`src/rtl/wb_trace_pkg.sv`:
```
// Shared definitions for the writeback trace monitor: FSM state encoding
// and the width of the capture and idle counters.
package wb_trace_pkg;

  localparam int CNT_W = 16;
  localparam logic [CNT_W-1:0] CNT_MAX = '1;

  typedef enum logic [1:0] {
    ST_IDLE    = 2'd0,
    ST_RUN     = 2'd1,
    ST_DONE    = 2'd2,
    ST_TIMEOUT = 2'd3
  } state_e;

endpackage

```
`src/rtl/wb_trace_ram.sv`:
```
// Trace buffer storage: DEPTH x DATA_W, one synchronous write port and one
// asynchronous read port. Contents are not reset.
module wb_trace_ram #(
  parameter int unsigned DATA_W = 32,
  parameter int unsigned DEPTH  = 16,
  parameter int unsigned AW     = $clog2(DEPTH)
) (
  input  logic              clk,
  input  logic              we,
  input  logic [AW-1:0]     waddr,
  input  logic [DATA_W-1:0] wdata,
  input  logic [AW-1:0]     raddr,
  output logic [DATA_W-1:0] rdata
);

  logic [DATA_W-1:0] mem [DEPTH];

  always_ff @(posedge clk) begin
    if (we) begin
      mem[waddr] <= wdata;
    end
  end

  assign rdata = mem[raddr];

endmodule

```
`src/rtl/wb_trace_monitor.sv`:
```
// Captures writeback results into a circular trace buffer until EXPECT_CNT
// captures arrive or the bus idles for TIMEOUT_CYC cycles. Optional signature via WB_TRACE_SIGNATURE_EN.
module wb_trace_monitor
  import wb_trace_pkg::*;
#(
  parameter int unsigned DATA_W      = 32,
  parameter int unsigned DEPTH       = 16,
  parameter int unsigned EXPECT_CNT  = 8,
  parameter int unsigned TIMEOUT_CYC = 64
) (
  input  logic                     clk,
  input  logic                     rst,
  input  logic                     start,
  input  logic                     wb_valid,
  input  logic [DATA_W-1:0]        wb_data,
  input  logic [$clog2(DEPTH)-1:0] rd_addr,
  output logic [DATA_W-1:0]        rd_data,
  output logic [1:0]               state,
  output logic [CNT_W-1:0]         cap_cnt,
  output logic [$clog2(DEPTH):0]   fill,
  output logic                     overflow,
  output logic                     done,
`ifdef WB_TRACE_SIGNATURE_EN
  output logic [DATA_W-1:0]        sig,
`endif
  output logic                     timeout
);

  localparam int unsigned PW = $clog2(DEPTH);
  localparam int unsigned FW = PW + 1;

  state_e            state_q, state_d;
  logic [CNT_W-1:0]  cap_cnt_q, cap_cnt_d;
  logic [CNT_W-1:0]  idle_cnt_q, idle_cnt_d;
  logic [FW-1:0]     fill_q, fill_d;
  logic [PW-1:0]     wr_ptr_q, wr_ptr_d;
  logic              overflow_q, overflow_d;
  logic              ram_we;
  logic [PW-1:0]     rd_phys;
  logic [DATA_W-1:0] ram_rdata;
`ifdef WB_TRACE_SIGNATURE_EN
  logic [DATA_W-1:0] sig_q, sig_d;
`endif

  always_comb begin
    state_d    = state_q;
    cap_cnt_d  = cap_cnt_q;
    idle_cnt_d = idle_cnt_q;
    fill_d     = fill_q;
    wr_ptr_d   = wr_ptr_q;
    overflow_d = overflow_q;
    ram_we     = 1'b0;
`ifdef WB_TRACE_SIGNATURE_EN
    sig_d      = sig_q;
`endif
    if (start) begin
      state_d    = ST_RUN;
      cap_cnt_d  = '0;
      idle_cnt_d = '0;
      fill_d     = '0;
      wr_ptr_d   = '0;
      overflow_d = 1'b0;
`ifdef WB_TRACE_SIGNATURE_EN
      sig_d      = '0;
`endif
    end else if (state_q == ST_RUN) begin
      if (wb_valid) begin
        ram_we     = 1'b1;
        wr_ptr_d   = wr_ptr_q + PW'(1);
        idle_cnt_d = '0;
        if (cap_cnt_q != CNT_MAX) begin
          cap_cnt_d = cap_cnt_q + CNT_W'(1);
        end
        // A full buffer keeps its fill; the write lands on the oldest slot.
        if (fill_q == FW'(DEPTH)) begin
          overflow_d = 1'b1;
        end else begin
          fill_d = fill_q + FW'(1);
        end
`ifdef WB_TRACE_SIGNATURE_EN
        sig_d = {sig_q[DATA_W-2:0], sig_q[DATA_W-1]} ^ wb_data;
`endif
        // Idle count never advances on a capture, so completion wins a tie.
        if (cap_cnt_d == CNT_W'(EXPECT_CNT)) begin
          state_d = ST_DONE;
        end
      end else begin
        idle_cnt_d = idle_cnt_q + CNT_W'(1);
        if (idle_cnt_d == CNT_W'(TIMEOUT_CYC)) begin
          state_d = ST_TIMEOUT;
        end
      end
    end
  end

  always_ff @(posedge clk or posedge rst) begin
    if (rst) begin
      state_q    <= ST_IDLE;
      cap_cnt_q  <= '0;
      idle_cnt_q <= '0;
      fill_q     <= '0;
      wr_ptr_q   <= '0;
      overflow_q <= 1'b0;
`ifdef WB_TRACE_SIGNATURE_EN
      sig_q      <= '0;
`endif
    end else begin
      state_q    <= state_d;
      cap_cnt_q  <= cap_cnt_d;
      idle_cnt_q <= idle_cnt_d;
      fill_q     <= fill_d;
      wr_ptr_q   <= wr_ptr_d;
      overflow_q <= overflow_d;
`ifdef WB_TRACE_SIGNATURE_EN
      sig_q      <= sig_d;
`endif
    end
  end

  // rd_addr 0 is the oldest retained entry, fill slots behind the write pointer.
  assign rd_phys = wr_ptr_q - fill_q[PW-1:0] + rd_addr;

  wb_trace_ram #(
    .DATA_W (DATA_W),
    .DEPTH  (DEPTH),
    .AW     (PW)
  ) u_ram (
    .clk   (clk),
    .we    (ram_we),
    .waddr (wr_ptr_q),
    .wdata (wb_data),
    .raddr (rd_phys),
    .rdata (ram_rdata)
  );

  assign rd_data  = ({1'b0, rd_addr} < fill_q) ? ram_rdata : '0;
  assign state    = state_q;
  assign cap_cnt  = cap_cnt_q;
  assign fill     = fill_q;
  assign overflow = overflow_q;
  assign done     = (state_q == ST_DONE);
  assign timeout  = (state_q == ST_TIMEOUT);
`ifdef WB_TRACE_SIGNATURE_EN
  assign sig      = sig_q;
`endif

endmodule

```
`config.mk`:
```
export PLATFORM = sky130hd
export DESIGN_NAME = wb_trace_monitor
export DESIGN_NICKNAME = d
export VERILOG_FILES = /design/src/rtl/wb_trace_pkg.sv /design/src/rtl/wb_trace_ram.sv /design/src/rtl/wb_trace_monitor.sv
export SDC_FILE = /design/constraint.sdc
export NUM_CORES = 1
export LEC_CHECK = 0
export ABC_AREA = 1
export CORE_AREA = 4 4 231 233
export CTS_BUF_LIST = sky130_fd_sc_hd__clkbuf_8 sky130_fd_sc_hd__clkbuf_16
export DETAILED_ROUTE_END_ITERATION = 8
export DIE_AREA = 0 0 235 237
export PLACE_DENSITY = 0.7
export SETUP_SLACK_MARGIN = 0.02
export SLEW_MARGIN = 15
export SYNTH_ARGS = -nofsm -noshare
export SYNTH_HDL_FRONTEND = slang
export SYNTH_HIERARCHICAL = 1
export SYNTH_SLANG_ARGS = --single-unit
```
`constraint.sdc`:
```
create_clock -name clk -period 6.41 [get_ports clk]
set_input_delay 0.641 -clock clk [delete_from_list [all_inputs] [get_ports clk]]
set_output_delay 0.641 -clock clk [all_outputs]
set_load 0.005 [all_outputs]
```
==> metrics <==
status finished clean; clk_skew slightly below 0.02 ns; async set-reset flop share out of synthesis 0.0791; worst setup path class primary input to output port; core area ~0.051 mm2; share of cells above drive strength 1 0.0587; Post-synth EDFFs 512; nets 2715; Unique masters post-synth 37; most frequent cells in the layout nand2_1, edfxtp_1, inv_1; Synth Area per Inst a little under 10 um2; most common cell after layout, fill and taps aside nand2_1; CP arrival approximately 4.6 ns; fin crit share 0.815; Setup crit end kind output port; Global Route Usage Sum 0.215; register bit total from synthesis between 500 and 600; unrepaired setup endpoints after global routing false; WL final ~61000 um; Clock Power Share 0.244; DIE HEIGHT between 200 and 250 um; CP Max Fanout 54; crit start category primary input; routability cong. roughly 0.85; io pins 98; synth warn 6; root buf cell clkbuf_16; type of the worst min-delay path primary input to async pin; Slew @ Worst Pin 1.14 ns; clk_lat worst skew approximately 0.6 ns; Die Span X between 200 and 250 um; first-pass GRT wire length between 90000 and 100000 um; min Tclk post-route about 5.2 ns; IR Drop Worst-Case VDD a little under 500 uV; CTS Buf Count 57; Sw Ratio 0.410; Area Growth Syn to Fin 13.3%; pins over their slew limit 0; clock buffer depth 3; Via density around 5.3; Routed WL per cell 18.0 um; Switch Pwr between 5000 and 6000 uW; number of fill cells in the layout roughly 4200; H-tree levels 2; total congestion overflow 0; Overall Power between 10000 and 15000 uW; pin count of the biggest net entering global routing between 150 and 200; Syn Inst Count around 2600; routed via count ~18000; drt initial violations between 1500 and 2000; Post-CTS Hold Fix Bufs 0; register area share after synthesis 0.648; vias in the first global route about 18000; sequential share of power 0.307; Req. time, crit path ~5.8 ns; # rows 83; FF-to-FF setup slack ~3.2 ns; Placed Area between 0.02 and 0.03 mm2; fin area about 0.029 mm2; Syn Std Cell Area 0.0254 mm2; leakage power 0.0124 uW; Hold Fails Final Rpt 0; CTS resizes 0; Final setup viols 0; DRT antenna net count 0; Worst slew margin 0.236; Residual DRC 0; combinational group share of total power 0.448; DRT Pass-1 Iters 8; Post CTS Setup Buffer Count 0; Max Freq ~0.19 GHz; Multi-input gate area about 0.0065 mm2; pwr/cell area approximately 460 mW/mm2; hpwl dp 32800 um; Register Area between 0.015 and 0.02 mm2; Die ar. ~0.056 mm2; Fin Setup TNS 0 ns; initial antenna violation count 3; Max-Cap Viols 0; CTS tree built; Initial Util 0.496; internal power slightly below 8000 uW; main flop type after synthesis edfxtp_1; PortBufs 97; clock transition at the registers of the reported paths around 0.050 ns; Synthesized Nets about 2600; clk sinks between 500 and 600
==> power by group through the flow <==
stage                     Combinational, uW  Sequential, uW  Clock, uW
after floorplan                        4240            4110          0
after global placement                 5790            4120          0
after detailed placement               5860            4120          0
after CTS                              5900            4040       3270
after global routing                   6510            4050       3420
final                                  5900            4040       3220
==> critical path, stage by stage <==
cell and delay [ns]:
clkdlybuf4s50_1 0.50, inv_1 0.07, fa_1 0.54, fa_1 0.63, inv_4 0.06, inv_4 0.51, buf_4 0.47, nand3_1 0.14
nand3_1 0.12, nand3_1 0.11, nand2_1 0.09, inv_1 0.05, nor2_1 0.10, clkdlybuf4s50_1 0.51
==> cell type report <==
class | instances | share of cell area
antenna | 1 | 0.0000869
timing repair buffer | 132 | 0.0446
tap | 680 | 0.0296
clock inverter | 47 | 0.0117
multi-input combinational | 1422 | 0.226
inverter | 490 | 0.0643
sequential | 556 | 0.572
clock buffer | 60 | 0.0518
==> final timing paths <==
kind	from	end	cells after the start
worst max-delay path	rd_addr[1]	rd_data[18]	14
worst min-delay path	rst	fill[3]	3
worst max register to register	state[1]	u_ram/mem[14][26]	6
worst min register to register	overflow	overflow	2
max in group asynchronous	rst	idle_cnt_q[6]	3
min in group clk	overflow	overflow	2
==> through the flow <==
stage | hold WS (ns) | utilization | std cells | worst slack, ns
2_1_floorplan | 0.476 | - | 2583 | 2.90
3_3_place_gp | 0.489 | 0.526 | 3280 | 1.24
3_5_place_dp | 0.520 | 0.526 | 3280 | 1.24
4_1_cts | 0.506 | 0.562 | 3387 | 1.18
5_1_grt | 0.555 | 0.562 | 3388 | 0.893
6_report | 0.505 | 0.562 | 3388 | 1.19
==> state kept, by name (all words and copies together) (netlist names) <==
register	cells
cap_cnt	16
wr_ptr_q	4
fill	5
idle_cnt_q	16
u_ram/mem	512
state	2
overflow	1
==> cells in the mapped netlist (2+ instances only) <==
library cell | instances | area [um2]
nand2_1 | 776 | 2910
edfxtp_1 | 512 | 15400
inv_1 | 484 | 1820
nand3_1 | 433 | 2170
nor2_1 | 90 | 338
dfrtp_1 | 44 | 1100
buf_2 | 43 | 215
o21ai_0 | 40 | 200
buf_6 | 29 | 327
clkbuf_1 | 21 | 78.8
buf_1 | 14 | 52.6
ha_1 | 13 | 163
nand4_1 | 11 | 68.8
xor2_1 | 10 | 87.6
nor3_1 | 7 | 35.0
buf_4 | 6 | 45.0
nand2_2 | 6 | 37.5
a21oi_1 | 5 | 25.0
o22ai_1 | 5 | 31.3
inv_2 | 4 | 15.0
xnor2_1 | 4 | 35.0
fa_1 | 3 | 60.1
nor2_2 | 3 | 18.8
nand3b_1 | 2 | 15.0
nor2_4 | 2 | 22.5
nor2_8 | 2 | 40.0
o21a_1 | 2 | 15.0
o21ai_1 | 2 | 10.0
o21ai_2 | 2 | 17.5
==> layer usage <==
| metal | global-route usage | vias up | share of wire | wire (um) |
|---|---|---|---|---|
| met5 | 0 | - | 0.00034 | 21 |
| met4 | 0.0689 | 4 | 0.023 | 1400 |
| met3 | 0.0374 | 123 | 0.078 | 4790 |
| met2 | 0.365 | 717 | 0.49 | 29800 |
| met1 | 0.284 | 8515 | 0.41 | 25000 |
| li1 | - | 8441 | - | - |
==> kinds of logic (layout without fill, tap and decap cells) <==
| kind of cell | count (synthesis) | after routing | synth area share |
|---|---|---|---|
| compound gates | 57 | 57 | 0.0122 |
| xor+xnor | 14 | 14 | 0.00483 |
| fa+ha+maj | 16 | 16 | 0.00876 |
| buf+inv | 605 | 729 | 0.102 |
| flops | 556 | 556 | 0.648 |
| other cells | 0 | 1 | 0 |
| simple gates | 1335 | 1335 | 0.224 |
Note: power is estimated with default switching activity, not from simulation.
